`src/rtl/fwd_unit_hist_if.sv`:
```
`default_nettype none
// ============================================================================
// Module   : fwd_unit_hist_if
// Brief    : EX-stage producer, operand lookup and stall bundle for fwd_unit_hist.
// Revision : 1.0
// ============================================================================
interface fwd_unit_hist_if #(
    parameter int DATA_W  = 16,
    parameter int REG_W   = 4,
    parameter int NUM_SRC = 2
);
    logic                        enable;
    logic                        ex_valid;
    logic                        ex_wb;
    logic                        ex_is_load;
    logic [REG_W-1:0]            ex_dst_num;
    logic [DATA_W-1:0]           ex_result;
    logic [DATA_W-1:0]           mem_load_value;
    logic [NUM_SRC*REG_W-1:0]    src_num;
    logic [NUM_SRC-1:0]          fwd_hit;
    logic [NUM_SRC*DATA_W-1:0]   fwd_value;
    logic                        stall;
    logic [15:0]                 stall_count;

    modport master (
        output enable, ex_valid, ex_wb, ex_is_load, ex_dst_num, ex_result,
               mem_load_value, src_num,
        input  fwd_hit, fwd_value, stall, stall_count
    );

    modport slave (
        input  enable, ex_valid, ex_wb, ex_is_load, ex_dst_num, ex_result,
               mem_load_value, src_num,
        output fwd_hit, fwd_value, stall, stall_count
    );
endinterface
`default_nettype wire

```
`src/rtl/fwd_unit_hist.sv`:
```
`default_nettype none
// ============================================================================
// Module   : fwd_unit_hist
// Brief    : DEPTH-entry write history behind EX; resolves NUM_SRC operands
//            youngest-first and stalls one cycle on load-use hazards.
//            Optional stall counter enabled by macro FWD_PERF_CNT_EN.
// Revision : 1.0
// ============================================================================
module fwd_unit_hist #(
    parameter int DATA_W  = 16,
    parameter int REG_W   = 4,
    parameter int DEPTH   = 3,
    parameter int NUM_SRC = 2
) (
    input  logic               clk,
    input  logic               rst,
    fwd_unit_hist_if.slave     bus
);

    // History storage, entry 0 is the youngest producer.
    logic [DEPTH-1:0]               r_valid_q;
    logic [DEPTH-1:0]               w_valid_d;
    logic [DEPTH-1:0]               r_ready_q;
    logic [DEPTH-1:0]               w_ready_d;
    logic [DEPTH-1:0][REG_W-1:0]    r_num_q;
    logic [DEPTH-1:0][REG_W-1:0]    w_num_d;
    logic [DEPTH-1:0][DATA_W-1:0]   r_value_q;
    logic [DEPTH-1:0][DATA_W-1:0]   w_value_d;

    logic [NUM_SRC-1:0]              w_found;
    logic [NUM_SRC-1:0]              w_found_rdy;
    logic [NUM_SRC-1:0][DATA_W-1:0]  w_found_val;
    logic [NUM_SRC-1:0]              w_hit;
    logic [NUM_SRC*DATA_W-1:0]       w_fwd_value;
    logic [NUM_SRC-1:0]              w_stall_req;
    logic                            w_stall;

    // Scanning oldest to youngest lets the youngest match overwrite older ones.
    always_comb begin
        w_found     = '0;
        w_found_rdy = '0;
        w_found_val = '0;
        w_hit       = '0;
        w_fwd_value = '0;
        w_stall_req = '0;
        for (int i = 0; i < NUM_SRC; i++) begin
            for (int k = DEPTH - 1; k >= 0; k--) begin
                if (r_valid_q[k] && (r_num_q[k] == bus.src_num[i*REG_W +: REG_W])) begin
                    w_found[i]     = 1'b1;
                    w_found_rdy[i] = r_ready_q[k];
                    w_found_val[i] = r_value_q[k];
                end
            end
            w_hit[i]       = bus.enable & w_found[i] & w_found_rdy[i];
            w_stall_req[i] = bus.enable & w_found[i] & ~w_found_rdy[i];
            if (w_hit[i]) begin
                w_fwd_value[i*DATA_W +: DATA_W] = w_found_val[i];
            end
        end
    end

    assign w_stall       = |w_stall_req;
    assign bus.fwd_hit   = w_hit;
    assign bus.fwd_value = w_fwd_value;
    assign bus.stall     = w_stall;

    always_comb begin
        w_valid_d = r_valid_q;
        w_ready_d = r_ready_q;
        w_num_d   = r_num_q;
        w_value_d = r_value_q;

        // A stalled EX instruction is replayed next cycle, so a bubble enters now.
        if (w_stall) begin
            w_valid_d[0] = 1'b0;
            w_ready_d[0] = 1'b1;
            w_num_d[0]   = '0;
            w_value_d[0] = '0;
        end else begin
            w_valid_d[0] = bus.ex_valid & bus.ex_wb;
            w_ready_d[0] = ~bus.ex_is_load;
            w_num_d[0]   = bus.ex_dst_num;
            w_value_d[0] = bus.ex_result;
        end

        for (int k = 1; k < DEPTH; k++) begin
            w_valid_d[k] = r_valid_q[k-1];
            w_num_d[k]   = r_num_q[k-1];
            w_ready_d[k] = 1'b1;
            if ((k == 1) && !r_ready_q[0]) begin
                w_value_d[k] = bus.mem_load_value;
            end else begin
                w_value_d[k] = r_value_q[k-1];
            end
        end
    end

    always_ff @(posedge clk) begin
        if (rst) begin
            r_valid_q <= '0;
            r_ready_q <= '1;
            r_num_q   <= '0;
            r_value_q <= '0;
        end else begin
            r_valid_q <= w_valid_d;
            r_ready_q <= w_ready_d;
            r_num_q   <= w_num_d;
            r_value_q <= w_value_d;
        end
    end

`ifdef FWD_PERF_CNT_EN
    localparam logic [15:0] c_cnt_max = 16'hFFFF;

    logic [15:0] r_stall_count_q;
    logic [15:0] w_stall_count_d;

    always_comb begin
        w_stall_count_d = r_stall_count_q;
        if (w_stall && (r_stall_count_q != c_cnt_max)) begin
            w_stall_count_d = r_stall_count_q + 16'd1;
        end
    end

    always_ff @(posedge clk) begin
        if (rst) begin
            r_stall_count_q <= '0;
        end else begin
            r_stall_count_q <= w_stall_count_d;
        end
    end

    assign bus.stall_count = r_stall_count_q;
`else
    assign bus.stall_count = 16'h0000;
`endif

endmodule
`default_nettype wire

```
`src/flat_wrapper.sv`:
```
// flat-port wrapper written by rule: the top's interface ports become plain ports
module fwd_unit_hist_flat 
#(
    parameter int DATA_W  = 16,
    parameter int REG_W   = 4,
    parameter int DEPTH   = 3,
    parameter int NUM_SRC = 2
)
  (clk, rst, bus_enable, bus_ex_valid, bus_ex_wb, bus_ex_is_load, bus_ex_dst_num, bus_ex_result, bus_mem_load_value, bus_src_num, bus_fwd_hit, bus_fwd_value, bus_stall, bus_stall_count);
  fwd_unit_hist_if #(.DATA_W(DATA_W), .REG_W(REG_W), .NUM_SRC(NUM_SRC)) bus_i ();
  input  logic clk;
  input  logic rst;
  input wire logic [$bits(bus_i.enable)-1:0] bus_enable;
  input wire logic [$bits(bus_i.ex_valid)-1:0] bus_ex_valid;
  input wire logic [$bits(bus_i.ex_wb)-1:0] bus_ex_wb;
  input wire logic [$bits(bus_i.ex_is_load)-1:0] bus_ex_is_load;
  input wire logic [$bits(bus_i.ex_dst_num)-1:0] bus_ex_dst_num;
  input wire logic [$bits(bus_i.ex_result)-1:0] bus_ex_result;
  input wire logic [$bits(bus_i.mem_load_value)-1:0] bus_mem_load_value;
  input wire logic [$bits(bus_i.src_num)-1:0] bus_src_num;
  output wire logic [$bits(bus_i.fwd_hit)-1:0] bus_fwd_hit;
  output wire logic [$bits(bus_i.fwd_value)-1:0] bus_fwd_value;
  output wire logic [$bits(bus_i.stall)-1:0] bus_stall;
  output wire logic [$bits(bus_i.stall_count)-1:0] bus_stall_count;
  assign bus_i.enable = bus_enable;
  assign bus_i.ex_valid = bus_ex_valid;
  assign bus_i.ex_wb = bus_ex_wb;
  assign bus_i.ex_is_load = bus_ex_is_load;
  assign bus_i.ex_dst_num = bus_ex_dst_num;
  assign bus_i.ex_result = bus_ex_result;
  assign bus_i.mem_load_value = bus_mem_load_value;
  assign bus_i.src_num = bus_src_num;
  assign bus_fwd_hit = bus_i.fwd_hit;
  assign bus_fwd_value = bus_i.fwd_value;
  assign bus_stall = bus_i.stall;
  assign bus_stall_count = bus_i.stall_count;
  fwd_unit_hist #(.DATA_W(DATA_W), .REG_W(REG_W), .DEPTH(DEPTH), .NUM_SRC(NUM_SRC)) u_core (.clk(clk), .rst(rst), .bus(bus_i));
endmodule
```
`config.mk`:
```
export PLATFORM = sky130hd
export DESIGN_NAME = fwd_unit_hist_flat
export DESIGN_NICKNAME = d
export VERILOG_FILES = /design/src/rtl/fwd_unit_hist_if.sv /design/src/rtl/fwd_unit_hist.sv /design/src/flat_wrapper.sv
export SDC_FILE = /design/constraint.sdc
export NUM_CORES = 1
export LEC_CHECK = 0
export ABC_AREA = 1
export BUFFER_PORTS_ARGS = -buffer_cell sky130_fd_sc_hd__buf_2
export CORE_MARGIN = 8
export CORE_UTILIZATION = 58
export DETAILED_ROUTE_END_ITERATION = 10
export PLACE_DENSITY = 0.92
export SLEW_MARGIN = 20
export SYNTH_ARGS = -nofsm -noshare
export SYNTH_HDL_FRONTEND = slang
export SYNTH_SLANG_ARGS = --single-unit
```
`constraint.sdc`:
```
create_clock -name clk -period 3.8 [get_ports clk]
set_clock_uncertainty 0.05 [all_clocks]
set_input_delay 0.57 -clock clk [delete_from_list [all_inputs] [get_ports clk]]
set_output_delay 0.57 -clock clk [all_outputs]
set_load 0.02 [all_outputs]
```
==> Word-level counts from Yosys, hierarchy flattened <==
Index checks and enable logic that the tools add are counted.
{ "totals": {"regBits": 66, "in_bits": 50, "output_inout_bits": 51, "wordCells": 55} }
{ "op_classes": {"eq_ne": 6, "muxes": 21, "bitwise_logic": 10, "n_reduce_logical": 8} }
{ "op_table": {"columns": ["cell", "n"], "rows": [
  ["two-way mux 16 bit", 9],
  ["== test 4 bit", 6],
  ["two-way mux 1 bit", 12],
  ["bitwise AND 1 bit", 7],
  ["logical AND 1 bit", 6],
  ["inverter 1 bit", 3],
  ["OR reduction 3 bit", 1],
  ["OR reduction 2 bit", 1]
]} }

==> Longest topological paths before layout <==
{ "logic_depth": {"depth_word": 8, "mapped_depth": 10} }

==> Worst setup path before layout <==
OpenSTA, ideal clock, no wires.
{ "synth_path": {"path_type": "input-to-output", "start": "in bus_src_num[0]", "end": "out bus_fwd_value[10]", "arrival_time_ps": 1617, "path_slack_ps": 1563, "stages": 8, "n_path_buf": 1, "path_cell_list": "nand2_1 -> nand2_1 -> nor2_2 -> nand3_2 -> nand3_4 -> buf_8 -> nand3_1 -> nor2_1"} }
{ "synth_via": {"elab_chain_len": 8} }
{ "synth_lines": {"columns": ["item", "line", "text"], "rows": [
  ["start: declaration", "flat_wrapper.sv:20", "input wire logic [$bits(bus_i.src_num)-1:0] bus_src_num;"],
  ["== test 4 bit", "fwd_unit_hist.sv:48", "if (r_valid_q[k] && (r_num_q[k] == bus.src_num[i*REG_W +: REG_W])) begin"],
  ["logical AND 1 bit", "fwd_unit_hist.sv:48", null],
  ["two-way mux 1 bit (3 in series)", "fwd_unit_hist.sv:48", null],
  ["bitwise AND 1 bit (2 in series)", "fwd_unit_hist.sv:54", "w_hit[i] = bus.enable & w_found[i] & w_found_rdy[i];"],
  ["two-way mux 16 bit (*)", "fwd_unit_hist.sv:56", "if (w_hit[i]) begin"],
  ["end: declaration", "flat_wrapper.sv:22", "output wire logic [$bits(bus_i.fwd_value)-1:0] bus_fwd_value;"]
]} }
Mark *: on every way between the ends. The rest lies on a longest branch, timed or not.

==> Worst setup path after layout <==
{ "layout_path": {"start": "reg u_core.r_num_q[9] in the netlist's numbering", "end": "out bus_fwd_value[14]"} }
{ "layout_via": {"elab_chain_len": 8} }
{ "layout_lines": {"columns": ["item", "line", "text"], "rows": [
  ["start: declaration", "fwd_unit_hist.sv:25", "logic [DEPTH-1:0][REG_W-1:0] r_num_q;"],
  ["start signal: assignment", "fwd_unit_hist.sv:107", "r_num_q <= w_num_d;"],
  ["== test 4 bit (*)", "fwd_unit_hist.sv:48", null],
  ["logical AND 1 bit (*)", "fwd_unit_hist.sv:48", null],
  ["two-way mux 1 bit (3 in series)", "fwd_unit_hist.sv:48", null],
  ["bitwise AND 1 bit (2 in series)", "fwd_unit_hist.sv:54", null],
  ["two-way mux 16 bit (*)", "fwd_unit_hist.sv:56", null]
]} }
Marks and branches as above.

==> results.md <==
- Buf/Inv on CP: 2
- Clk pwr share: 41.7%
- Largest delay contributor family on the critical path: simple AND/OR/NAND/NOR gates
- Switching component of the power: 462 uW
- TritonCTS Buffers: 9
- Final Max Slew Viols: 0
- NumNets Final: 758
- Area grow syn2layout: 12.1%
- N_diodes: 0
- Actual slew at the worst max-slew pin: 0.814 ns
- Sequential share of the synthesized area: 31.4%
- Peak supply drop: 277 uV
- CP Data Required Time: 3.18 ns
- CTS root buffer: clkbuf_8
- Largest net degree at the start of global routing: 44
- PostCTS Resize Cnt: 0
- Initial antenna violation count: 0
- Internal Dissipation: 1.14 mW
- Post-DP HPWL: 9100 um
- Cts-stage hold buffer count: 0
- TNS Setup: 0 ns
- Sequential cell area: 0.00128 mm^2
- WP data arrival: 2.38 ns
- CP max-delay cell: nor2_2
- Pwr Density: 351 mW/mm^2
- Port bufs: 84
- TritonRoute pass-1 iters: 6
- HP Class: flip-flop to flip-flop
- Outcome: finished, final reports clean
- Max-Cap Viols: 0
- Net Sw Frac: 28.8%
- H-tree depth: 3
- Power share of the sequential group: 45.3%
- CP startpoint: u_core.r_num_q[9]
- Die area: 0.00999 mm^2
- Final Hold Vio Count: 0
- Vias: 4407
- RePlAce Congestion: 0.957
- DIE HEIGHT: 99.9 um
- Post-synth cell types: 22
- Post-Route WL: 12600 um
- First-pass GRT wire length: 20000 um
- Initial Util: 60.1%
- Critical path cell sequence: inv_1, nand2_1, nand2_1, nor2_2, nand3_2, nand3_4, nand3_1, nor2_1, buf_2
- Hold_sp: u_core.r_value_q[25]
- Drt initial violations: 398
- CP Launch Type: flip-flop
- Final Core Density: 67.4%
- Post-CTS Setup Inserts: 0
- Clk pin slew, worst setup/hold paths: 0.09 ns
- Core area: 0.00679 mm^2
- Multi-input logic area: 0.00227 mm^2
- Leak Pwr: 2.22 nW
- Syn Inst Count: 650
- Syn Std Cell Area: 0.00409 mm^2
- Critical path type: flip-flop to output pin
- Slew HR: 45.7%
- GRT overflow: 0
- CP Capture Type: output pin
- Max Freq: 0.334 GHz
- Minimum clock period: 3.00 ns
- FP Rows: 30
- Critical path fanouts, max: 17
- Via count of the first global-routing pass: 4083
- CTS tree: done
- Die Span X: 99.9 um
- Synthesized area per cell: 6.28 um^2
- Fill cells: 608
- IO Count: 101
- Comb pwr share: 13.0%
- Final Cycle Share: 78.9%
- Unrepaired setup endpoints after global routing: no
- # clock sinks: 64
- Layout cells sized above 1: 19.4%
- FF+latch count, synth: 64
- DRC violations left: 0
- PnR Total Power: 1.61 mW
- Clk Latency, worst-skew pair: 0.34 ns
- Via density: 5.45
- Crit path top cell by count: nand2_1
- Tot GR Track Use: 24.9%
- Mean routed wirelength per cell: 15.6 um
- Reg-to-Reg Start: u_core.r_ready_q[0]
- ANT nets after route: 0
- Critical path's largest stage delay: 0.57 ns
- Count of final setup violators: 0
- Worst-case clock buffer depth: 2
- Synth warn: 0
[layout make-up]
class	instances	share of cell area [%]
multi-input cells	481	49.6
flip-flops and latches	64	28.0
repair buffers	84	9.18
inverters	68	5.58
clock buffers	10	3.01
well taps	96	2.62
clock inverters	6	2.00
[through the flow]
step           worst slack (ns)  hold slack [ns]  instances  cell area, um^2
6_report                  0.802            0.382        809             4580
5_1_grt                   0.683            0.382        809             4580
4_1_cts                   0.886            0.379        809             4580
3_5_place_dp              0.957            0.383        793             4350
3_3_place_gp              0.970            0.386        793             4350
2_1_floorplan              1.56            0.367        665             4140
[cells by family (layout without fill, tap and decap cells)]
| group | Yosys count | count (layout) | share of synthesized area (%) |
|---|---|---|---|
| buf+inv | 120 | 168 | 14.4 |
| flops | 64 | 64 | 31.4 |
| compound gates | 17 | 17 | 2.08 |
| other cells | 1 | 16 | 0.0918 |
| simple gates | 448 | 448 | 52.1 |
[registers in the layout, indices dropped and copies added, names as in the netlist]
signal	count
u_core.r_ready_q	1
u_core.r_num_q	12
u_core.r_value_q	48
u_core.r_valid_q	3
[synth_stat cells]
master,number,share of area (%)
buf_4,21,3.9
nand3_1,66,8.1
buf_6,3,0.83
dfxtp_1,64,31
nand2_1,136,12
buf_8,1,0.37
inv_2,13,1.2
nor2_1,156,14
clkinv_1,5,0.46
nand2_2,2,0.31
inv_1,50,4.6
nor2_4,8,2.2
buf_2,20,2.5
nand3_2,4,0.98
nand4_1,65,10
conb_1,1,0.092
clkbuf_1,7,0.64
nand3_4,5,2.1
a21oi_1,17,2.1
nor2_8,1,0.49
nor2_2,3,0.46
nand4_2,2,0.61
[worst reg2reg max path: stages, from the launching register on]
cell      delay [ns]
dfxtp_1         0.76
clkinv_1        0.67
nand4_2         0.34
nand3_2         0.35
nor2_1          0.26
[cells in the final DEF, fill, tap and decap left out, types with 4 or more instances in the layout]
cell type,instances
nor2_1,156
nand2_1,136
buf_2,84
nand3_1,66
nand4_1,65
dfxtp_1,64
inv_1,50
a21oi_1,17
conb_1,16
inv_2,13
clkbuf_8,10
nor2_4,8
nand3_4,5
clkinv_1,5
nand3_2,4
[power by group through the flow]
stage	Combinational [mW]	Sequential, mW	Clock, mW
floorplan	0.165	0.730	0
global placement	0.199	0.740	0
detailed placement	0.203	0.741	0
CTS	0.204	0.725	0.673
global route	0.230	0.730	0.708
finish	0.209	0.727	0.670
[path summary, 6_finish.rpt]
check / to / slack [ns] / cells past startpoint
worst max register to register: u_core.r_num_q[2] / 1.29 / 4
worst max-delay path: bus_fwd_value[14] / 0.80 / 9
worst min-delay path: u_core.r_value_q[41] / 0.38 / 2
worst min register to register: u_core.r_value_q[41] / 0.38 / 2
[layer usage]
metal	vias to the layer above	GRT usage, %	share of wire [%]
li1	2168	-	-
met3	36	5.54	12
met2	277	38.9	44
met5	-	0	0
met1	1926	32.1	41
met4	0	10.8	2.8
Power figures use the tool's default switching activity.
